===== src/rtl/local_injector.sv =====
// Injection stage in front of a router local port: turns a (dest, len) request
// plus payload words into header/body/tail flits, stalling on local_full_i.
module local_injector #(
    parameter int ROUTER_ID = 7,
    parameter int MAX_LEN   = 15
) (
    input  logic        clk,
    input  logic        rst,
    input  logic        req_valid_i,
    input  logic [3:0]  req_dest_i,
    input  logic [3:0]  req_len_i,
    output logic        req_ready_o,
    input  logic        word_valid_i,
    input  logic [13:0] word_data_i,
    output logic        word_ready_o,
    input  logic        local_full_i,
    output logic [16:0] local_data_o,
    output logic        busy_o,
    output logic        pkt_sent_o
);

    typedef enum logic [1:0] {IDLE, HEAD, BODY} state_t;

    localparam logic [3:0] SRC_ID = 4'(ROUTER_ID);
    localparam logic [3:0] MAX_L  = 4'(MAX_LEN);

    state_t      state_q, state_d;
    logic [3:0]  dest_q, dest_d;
    logic [3:0]  len_q, len_d;
    logic [3:0]  rem_q, rem_d;
    logic [16:0] data_q, data_d;
    logic        sent_q, sent_d;
    logic        consume;
    logic [13:0] hdr_payload;

    assign hdr_payload = {dest_q, SRC_ID, len_q, 2'b00};

    always_comb begin
        state_d     = state_q;
        dest_d      = dest_q;
        len_d       = len_q;
        rem_d       = rem_q;
        data_d      = '0;
        sent_d      = 1'b0;
        req_ready_o = 1'b0;
        consume     = 1'b0;
        case (state_q)
            IDLE: begin
                req_ready_o = 1'b1;
                if (req_valid_i) begin
                    dest_d  = req_dest_i;
                    len_d   = (req_len_i > MAX_L) ? MAX_L : req_len_i;
                    rem_d   = len_d;
                    state_d = HEAD;
                end
            end
            HEAD: begin
                if (!local_full_i) begin
                    if (len_q == 4'd0) begin
                        data_d  = {1'b1, 2'b11, hdr_payload};
                        sent_d  = 1'b1;
                        state_d = IDLE;
                    end else begin
                        data_d  = {1'b1, 2'b10, hdr_payload};
                        state_d = BODY;
                    end
                end
            end
            BODY: begin
                consume = word_valid_i & ~local_full_i;
                if (consume) begin
                    rem_d = (rem_q != 4'd0) ? rem_q - 4'd1 : 4'd0;
                    // rem_q==1 means this word is the tail
                    if (rem_q == 4'd1) begin
                        data_d  = {1'b1, 2'b01, word_data_i};
                        sent_d  = 1'b1;
                        state_d = IDLE;
                    end else begin
                        data_d  = {1'b1, 2'b00, word_data_i};
                    end
                end
            end
            default: state_d = IDLE;
        endcase
    end

    always_ff @(posedge clk) begin
        if (rst) begin
            state_q <= IDLE;
            dest_q  <= '0;
            len_q   <= '0;
            rem_q   <= '0;
            data_q  <= '0;
            sent_q  <= 1'b0;
        end else begin
            state_q <= state_d;
            dest_q  <= dest_d;
            len_q   <= len_d;
            rem_q   <= rem_d;
            data_q  <= data_d;
            sent_q  <= sent_d;
        end
    end

    assign word_ready_o = consume;
    assign local_data_o = data_q;
    assign pkt_sent_o   = sent_q;
    assign busy_o       = (state_q != IDLE);

endmodule


===== config.mk =====
export PLATFORM = sky130hd
export DESIGN_NAME = local_injector
export DESIGN_NICKNAME = d
export VERILOG_FILES = /design/src/rtl/local_injector.sv
export SDC_FILE = /design/constraint.sdc
export NUM_CORES = 1
export LEC_CHECK = 0
export ABC_AREA = 1
export CAP_MARGIN = 40
export CORE_AREA = 5 5 60 62
export DETAILED_ROUTE_END_ITERATION = 12
export DIE_AREA = 0 0 65 67
export PLACE_DENSITY = 0.88
export SYNTH_ARGS = -nofsm -noshare
export SYNTH_HDL_FRONTEND = slang
export SYNTH_SLANG_ARGS = --single-unit

===== constraint.sdc =====
create_clock -name clk -period 3.3 [get_ports clk]
set_input_delay 0.495 -clock clk [delete_from_list [all_inputs] [get_ports clk]]
set_output_delay 0.495 -clock clk [all_outputs]
set_load 0.05 [all_outputs]

* Yosys cells after proc, flatten, opt, wreduce, memory -nomap -nowiden
Cells that the tools add are included.
** Word-level totals
- Flip-flop bits (word level) :: 32
- Input bits :: 27
- Output and inout bits :: 21
- Word-level logic and storage cells :: 48
** Operators by class
- $add $sub $neg :: 1
- Order comparisons :: 1
- Eq/ne operators :: 7
- Multiplexer cells :: 23
- Bitwise operators :: 2
- Reduce and logical (&&, ||, !) cells :: 8
** Operators by type and width (count)
- two-way mux 17 bit :: 2
- case mux 17 bit (2 select lines) :: 1
- two-way mux 15 bit :: 2
- two-way mux 4 bit :: 4
- two-way mux 2 bit :: 5
- != test 2 bit, second input constant :: 4
- case mux 4 bit (2 select lines) :: 1
- two-way mux 1 bit :: 6
- case mux 2 bit (3 select lines) :: 1
- == test 4 x 1 -> 1 bit, second input constant :: 1
- greater-than comparator 4 bit, second input constant :: 1
- logical NOT 4 bit :: 1
- AND reduction 4 bit :: 1
- nonzero test 2 bit :: 2
- nonzero test 4 bit :: 1
- subtractor 4 x 1 -> 4 bit, second input constant :: 1
- AND reduction 3 bit :: 1
- == test 2 x 1 -> 1 bit, second input constant :: 1
- == test 2 bit, second input constant :: 1
- logical NOT 2 bit :: 1
- case mux 1 bit (2 select lines) :: 1
- AND reduction 2 bit :: 1
- bitwise AND 1 bit :: 1
- inverter 1 bit :: 1

* Logic depth before layout (Yosys ltp)
Gate-level depths: netlist of the first run.
- Depth after elaboration :: 4
- Depth in mapped cells :: 11
- Mapped depth without buffers :: 10

* Least setup slack after synthesis of the first run
No wires, ideal clock.
- Path type :: reg2reg
- From :: register state_q[0]
- To :: register rem_q[0]
- Setup time :: 113 ps
- Arrival :: 1664 ps
- Data required time :: 3187 ps
- Slack :: 1523 ps
- Cell stages (with the launch flop) :: 10
- Path buffers :: 0
- Period minus slack after synthesis :: 1777 ps
- Cells stage by stage :: dfxtp_1 -> inv_1 -> ha_1 -> inv_2 -> nor2_4 -> inv_2 -> nand2_4 -> inv_4 -> o21ai_1 -> nor2_1
** Between the ends
- Word-level cells in the longest chain between the ends :: 3
- Elaborated cells on any way between the ends :: 7
- Classes of those cells :: eq/ne: 3; mux: 1; reduce/logical: 3
** RTL lines
- from (decl) :: line 27 : state_t state_q, state_d;
- from (signal assigned) :: line 96 : state_q <= state_d;
- == test 2 bit / logical NOT 2 bit (equally long branches) :: line 47 : case (state_q)
- != test 2 bit (no line) / nonzero test 2 bit (equally long branches)
- AND reduction 3 bit (no line)
- to (signal assigned) :: line 99 : rem_q <= rem_d;
- to (decl) :: line 30 : logic [3:0] rem_q, rem_d;
Several ways; a longest one is shown, not always the timed one.
A chain may end at the register's enable or synchronous reset.

* Worst setup path after layout of the first run
- From :: register state_q[0]
- To :: output word_ready_o
** Between the ends
- Word-level cells in the longest chain between the ends :: 2
** RTL lines
- == test 2 bit :: line 47
- two-way mux 1 bit :: line 47
- to (decl) :: line 15 : output logic word_ready_o,
No other way between the ends.

==> results of run 1 <==
cell families (layout without fill, tap and decap cells):
logic type | Yosys count | in the layout
AO/OA/AOI/OAI | 29 | 29
adder cells (fa/ha/maj) | 3 | 3
buffers and inverters | 35 | 85
flip-flops | 31 | 31
AND/OR/NAND/NOR | 84 | 84
flip-flops by register name, indices dropped and copies added, names as in the netlist:
signal and flops:
state_q 2, dest_q 4, local_data_o 17, rem_q 4, len_q 4
metrics by stage:
stage / hold WS [ns] / utilization, % / cells / total power [uW] / area [um^2]
after floorplan: 0.4268 / - / 182 / 1041 / 1394
after global placement: 0.4386 / 62.65 / 257 / 1180 / 1866
after detailed placement: 0.4502 / 62.65 / 257 / 1190 / 1866
after CTS: 0.4626 / 65.55 / 265 / 1514 / 1952
after global routing: 0.4886 / 65.55 / 265 / 1612 / 1952
final: 0.4615 / 65.55 / 265 / 1508 / 1952
cells in the final DEF, fill, tap and decap left out, types with 2 or more instances in the layout:
master	instances
a21oi_1	11
clkbuf_4	5
clkdlybuf4s50_1	47
dfxtp_1	31
ha_1	3
inv_1	20
inv_2	6
inv_4	2
nand2_1	34
nand2_2	4
nand2_4	2
nand3_1	17
nor2_1	18
nor2_2	5
o21ai_0	10
o21ai_1	5
worst max-delay path, cell delays in order, from the launching register on:
cell	delay [ns]
dfxtp_1	0.33
inv_1	0.09
ha_1	0.44
nand3_4	0.12
clkinv_1	0.08
clkdlybuf4s50_1	0.80
synth_stat cells:
cell type	number
buf_2	1
o22ai_2	1
a21oi_1	11
o21ai_2	1
nor2_4	1
clkinv_1	1
o21ai_0	10
buf_4	2
inv_4	2
nand2_2	4
a21oi_2	1
dfxtp_1	31
clkbuf_2	1
nand3_1	17
nand3_4	1
o21ai_1	5
nand2_4	2
inv_2	6
or2_2	1
nor2_2	5
nand2_1	34
inv_1	20
nor2_8	1
ha_1	3
buf_6	2
nor2_1	18
metal layers:
layer	track usage (%)	vias up
met5	0	-
met4	7.916	0
met3	4.553	8
met2	28.22	47
met1	17.32	565
li1	-	662
path summary, 6_finish.rpt:
kind	cells after the start	endpoint	from
worst max-delay path	5	word_ready_o	state_q[0]
worst min-delay path	2	local_data_o[13]	dest_q[3]
worst max register to register	7	local_data_o[6]	state_q[0]
worst min register to register	2	local_data_o[13]	dest_q[3]
where the power goes:
group	switching [uW]	internal, uW	total (uW)
clock network	136	179	315
logic	474	240	714
registers	36.4	442	479
layout make-up:
type,instances,area (um^2)
multi-input cells,116,611.8
fillers,246,1026
well taps,33,41.29
clock inverters,2,35.03
clock buffers,6,51.30
inverters,29,113.9
flip-flops and latches,31,620.6
repair buffers,48,478.0
==> flow_metrics.env, run 1 <==
export IMPL_synth_area_top_cells="dfxtp_1 45%, nand2_1 9.2%, nand3_1 6.1%"
export IMPL_antenna_cells=0
export IMPL_drive_gt1_share_pct=15.09
export IMPL_ys_seq_area_share_pct=44.52
export IMPL_maxCapViolations=0
export IMPL_clk_latency_ns=0.34
export IMPL_relSlewSlack_pct=65.83
export IMPL_viasPerCell=4.838
export IMPL_critPathCaptureType="output port"
export IMPL_wl_met3_um=198
export IMPL_fmax_mhz=372.4
export IMPL_grt_antenna_before_repair=0
export IMPL_yosysWarnings=0
export IMPL_post_place_ws_ns=0.7327
export IMPL_numCtsBuffers=5
export IMPL_track_usage_pct=15.95
export IMPL_worstMarginPinSlew_ns=0.5109
export IMPL_arrival_ns=2.19
export IMPL_gp_congestion=0.8228
export IMPL_power_leakage_uw=0.0008876
export IMPL_highest_layer="met4"
export IMPL_start_kind="flop"
export IMPL_yosysUniqueCellTypes=26
export IMPL_clkSinkCount=31
export IMPL_postCtsHoldBufs=0
export IMPL_synthSimpleGateAreaFrac_pct=29.71
export IMPL_cts_root_buf="clkbuf_4"
export IMPL_hold_viol_final=0
export IMPL_htree_num_levels=2
export IMPL_status="completed"
export IMPL_power_density_nw_per_um2=772.7
export IMPL_wire_per_inst_um=12.14
export IMPL_fin_crit_sh_pct=81.36
export IMPL_synth_nets=212
export IMPL_grt_pass1_wl_um=5257
export IMPL_grt_max_degree=15
export IMPL_yosys_area_share_xor_xnor_pct=0
export IMPL_required_ns=2.80
export IMPL_drtAntennaViolNets=0
export IMPL_syn_area_um2=1394
export IMPL_worstSetupPathType="reg2out"
export IMPL_hp_class="reg2reg"
export IMPL_finalCriticalPeriod_ns=2.685
export IMPL_area_growth_pct=40.04
export IMPL_netlist_top_cell_by_area="dfxtp_1"
export IMPL_drt_pre_antenna_iters=4
export IMPL_vdd_drop_max_mv=0.4366
export IMPL_final_nets=261
export IMPL_drt_wl_total_um=3216
export IMPL_rrSetupSlack_ns=1.72
export IMPL_yosys_area_top_type_share_pct=44.52
export IMPL_clkSlewWorstSetupHoldPaths_ns=0.10
export IMPL_fin_setup_tns_ns=0
export IMPL_cts_tree="done"
export IMPL_synthMuxAreaShare_pct=0
export IMPL_grt_pass1_vias=1238
export IMPL_synth_top_family_by_area="simple AND/OR/NAND/NOR gates"
export IMPL_clk_path_buf_depth=2
export IMPL_ys_ff_latch=31
export IMPL_hpwl_um=2364
export IMPL_met1_length_um=1366
export IMPL_io_buffers=47
export IMPL_setup_ws_ns=0.6150
export IMPL_rsz0062_at_grt="no"
export IMPL_die_w_um=65
export IMPL_synthAdderAreaFrac_pct=2.693
export IMPL_placeableCoreArea_um2=2978
export IMPL_route_met2_wl_um=1587
export IMPL_drv_slew=0
export IMPL_initial_core_util_pct=46.81
export IMPL_route_detailed_drc=0
export IMPL_cp_max_fo=10
export IMPL_die_height_um=67
export IMPL_finalSetupViolations=0
export IMPL_io_pins=48
export IMPL_rows=20
export IMPL_ctsResizeCount=0
export IMPL_worst_clock_skew_ns=0.006266
export IMPL_synth_compound_area_share_pct=11.49
export IMPL_vias=1282
export IMPL_syn_inst=182
export IMPL_floorplan_die_area_um2=4355
export IMPL_synth_area_per_cell_um2=7.658
export IMPL_first_iter_violations=64
export IMPL_cts_setup_buffers=0
export IMPL_gr_total_overflow=0
Power figures use the tool's default switching activity.
==> run 2: changes to the inputs <==
Settings changed: CORE_AREA 5 5 60 62 to 5 5 66 68, DIE_AREA 0 0 65 67 to 0 0 71 73, PLACE_DENSITY 0.88 to 0.78.
Clock period 3.3 ns to 2.4 ns, I/O delays scaled along.
==> run 2 against run 1 <==
Critical path depth decreased by 1. Setup slack got worse by 0.45 ns. Combinational power increased by 38%. Flip-flop and latch count unchanged. Cell area increased by 2.6%. Sequential power increased by 38%. First-iteration DRC count decreased by 7.8%. Critical endpoint is now busy_o. Largest cell class unchanged. Largest power group unchanged.
==> flow_metrics.env, run 2 (synthesis results as in run 1) <==
export IMPL_status="completed"
export IMPL_floorplan_die_area_um2=5183
export IMPL_crit_chain="inv_1 -> ha_1 -> inv_2 -> clkdlybuf4s50_1"
export IMPL_track_usage_pct=12.53
export IMPL_largest_reg_flops=17
export IMPL_grt_antenna_before_repair=0
export IMPL_power_leakage_uw=0.0009025
export IMPL_numCtsBuffers=5
export IMPL_fin_util_pct=52.70
export IMPL_power_frac_seq_pct=30.5
export IMPL_final_nets=261
export IMPL_fillers=361
export IMPL_antenna_cells=0
export IMPL_worstSetupPathType="reg2out"
export IMPL_hpwl_um=2381
export IMPL_arrival_ns=1.87
export IMPL_clkSinkCount=31
export IMPL_setup_ws_ns=0.1668
export IMPL_path_delay_family="buffers and inverters"
export IMPL_wire_per_inst_um=10.82
export IMPL_post_dp_cell_area_um2=1884
export IMPL_clkSlewWorstSetupHoldPaths_ns=0.07
export IMPL_drv_slew=0
export IMPL_layout_commonest_cell="clkdlybuf4s50_1"
export IMPL_final_cell_mix="46 x clkdlybuf4s50_1, 34 x nand2_1, 31 x dfxtp_1, 20 x inv_1, 18 x nor2_1"
export IMPL_grt_max_degree=15
export IMPL_worstMarginPinSlew_ns=0.5010
export IMPL_hp_class="reg2reg"
export IMPL_route_detailed_drc=0
export IMPL_finalSetupViolations=0
export IMPL_drtAntennaViolNets=0
export IMPL_post_place_ws_ns=0.4678
export IMPL_vdd_drop_max_mv=0.3656
export IMPL_fin_crit_sh_pct=93.05
export IMPL_hold_viol_final=0
export IMPL_first_iter_violations=59
export IMPL_cp_max_fo=4
export IMPL_required_ns=2.04
export IMPL_gr_total_overflow=0
export IMPL_p_sw_share_pct=41.13
export IMPL_path_buf_inv=3
export IMPL_crit_path_max_incr_delay_ns=0.80
export IMPL_fmax_mhz=447.8
export IMPL_cts_tree="done"
export IMPL_drt_wl_total_um=3052
export IMPL_gp_congestion=0.8805
export IMPL_total_power_uw=2165
export IMPL_final_area_um2=2002
export IMPL_finalCriticalPeriod_ns=2.233
export IMPL_grt_pass1_wl_um=5126
export IMPL_cpMaxStageDelayCell="clkdlybuf4s50_1"
export IMPL_p_sw_uw=890.4
export IMPL_die_w_um=71
export IMPL_relSlewSlack_pct=66.50
export IMPL_combPwrFrac_pct=45.4
export IMPL_worst_clock_skew_ns=0.004503
export IMPL_area_growth_pct=43.63
export IMPL_rrSetupSlack_ns=0.79
export IMPL_power_density_nw_per_um2=1081
export IMPL_maxCapViolations=0
export IMPL_placeableCoreArea_um2=3799
export IMPL_clk_latency_ns=0.28
export IMPL_grt_pass1_vias=1211
export IMPL_multiInputGateArea_um2=611.8
export IMPL_drt_pre_antenna_iters=4
export IMPL_fin_setup_tns_ns=0
export IMPL_vias=1247
export IMPL_start_kind="flop"
export IMPL_p_clk_share_pct=24.1
export IMPL_drive_gt1_share_pct=15.52
export IMPL_critPathCaptureType="output port"
export IMPL_die_height_um=73
export IMPL_rsz0062_at_grt="no"
export IMPL_seq_area_um2=620.6
export IMPL_htree_num_levels=2
export IMPL_p_int_uw=1274
export IMPL_viasPerCell=4.422
export IMPL_rows=23
export IMPL_clk_path_buf_depth=2
export IMPL_io_buffers=47
export IMPL_cts_setup_buffers=0
export IMPL_ctsResizeCount=0
export IMPL_io_pins=48
export IMPL_postCtsHoldBufs=0
export IMPL_cts_root_buf="clkbuf_8"
export IMPL_initial_core_util_pct=36.69
-- run 2: worst min-delay path, delay by kind of cell (launching register included) --
family | cells | cell delay [ns]
flops | 1 | 0.30
buf+inv | 1 | 0.06
compound gates | 1 | 0.06
-- run 2: cell type report --
cell class / count / area share, %
Sequential cell: 31 / 31.00
Multi-Input combinational cell: 116 / 30.56
Timing Repair Buffer: 48 / 23.75
Inverter: 29 / 5.687
Clock buffer: 6 / 4.125
Tap cell: 50 / 3.125
Clock inverter: 2 / 1.750
-- run 2: worst paths after layout --
check | startpoint | cells after the start | endpoint
max reg2reg | state_q[0] | 7 | local_data_o[6]
min reg2reg | dest_q[0] | 2 | dest_q[0]
max | state_q[0] | 4 | busy_o
min | dest_q[0] | 2 | dest_q[0]
-- run 2: power by group through the flow --
| stage | Clock, uW | Combinational, uW | Sequential [uW] |
|---|---|---|---|
| 2_1_floorplan | 0 | 723 | 709 |
| 3_3_place_gp | 0 | 963 | 665 |
| 3_5_place_dp | 0 | 970 | 671 |
| 4_1_cts | 534 | 986 | 660 |
| 5_1_grt | 553 | 1100 | 673 |
| 6_report | 522 | 982 | 661 |
-- run 2: per-layer routing --
layer	share of wire (%)	global-route usage (%)	wire length, um	vias to the layer above
met3	7.8	3.994	239	5
met5	0	0	0	-
li1	-	-	-	664
met1	39	12.62	1179	531
met2	52	23.58	1586	47
met4	1.5	5.428	46	0
-- run 2: per-stage QoR --
step	hold slack, ns	std cells
detailed placement	0.4448	274
floorplan	0.4268	182
global placement	0.4419	274
global route	0.4811	282
CTS	0.4541	282
finish	0.4533	282
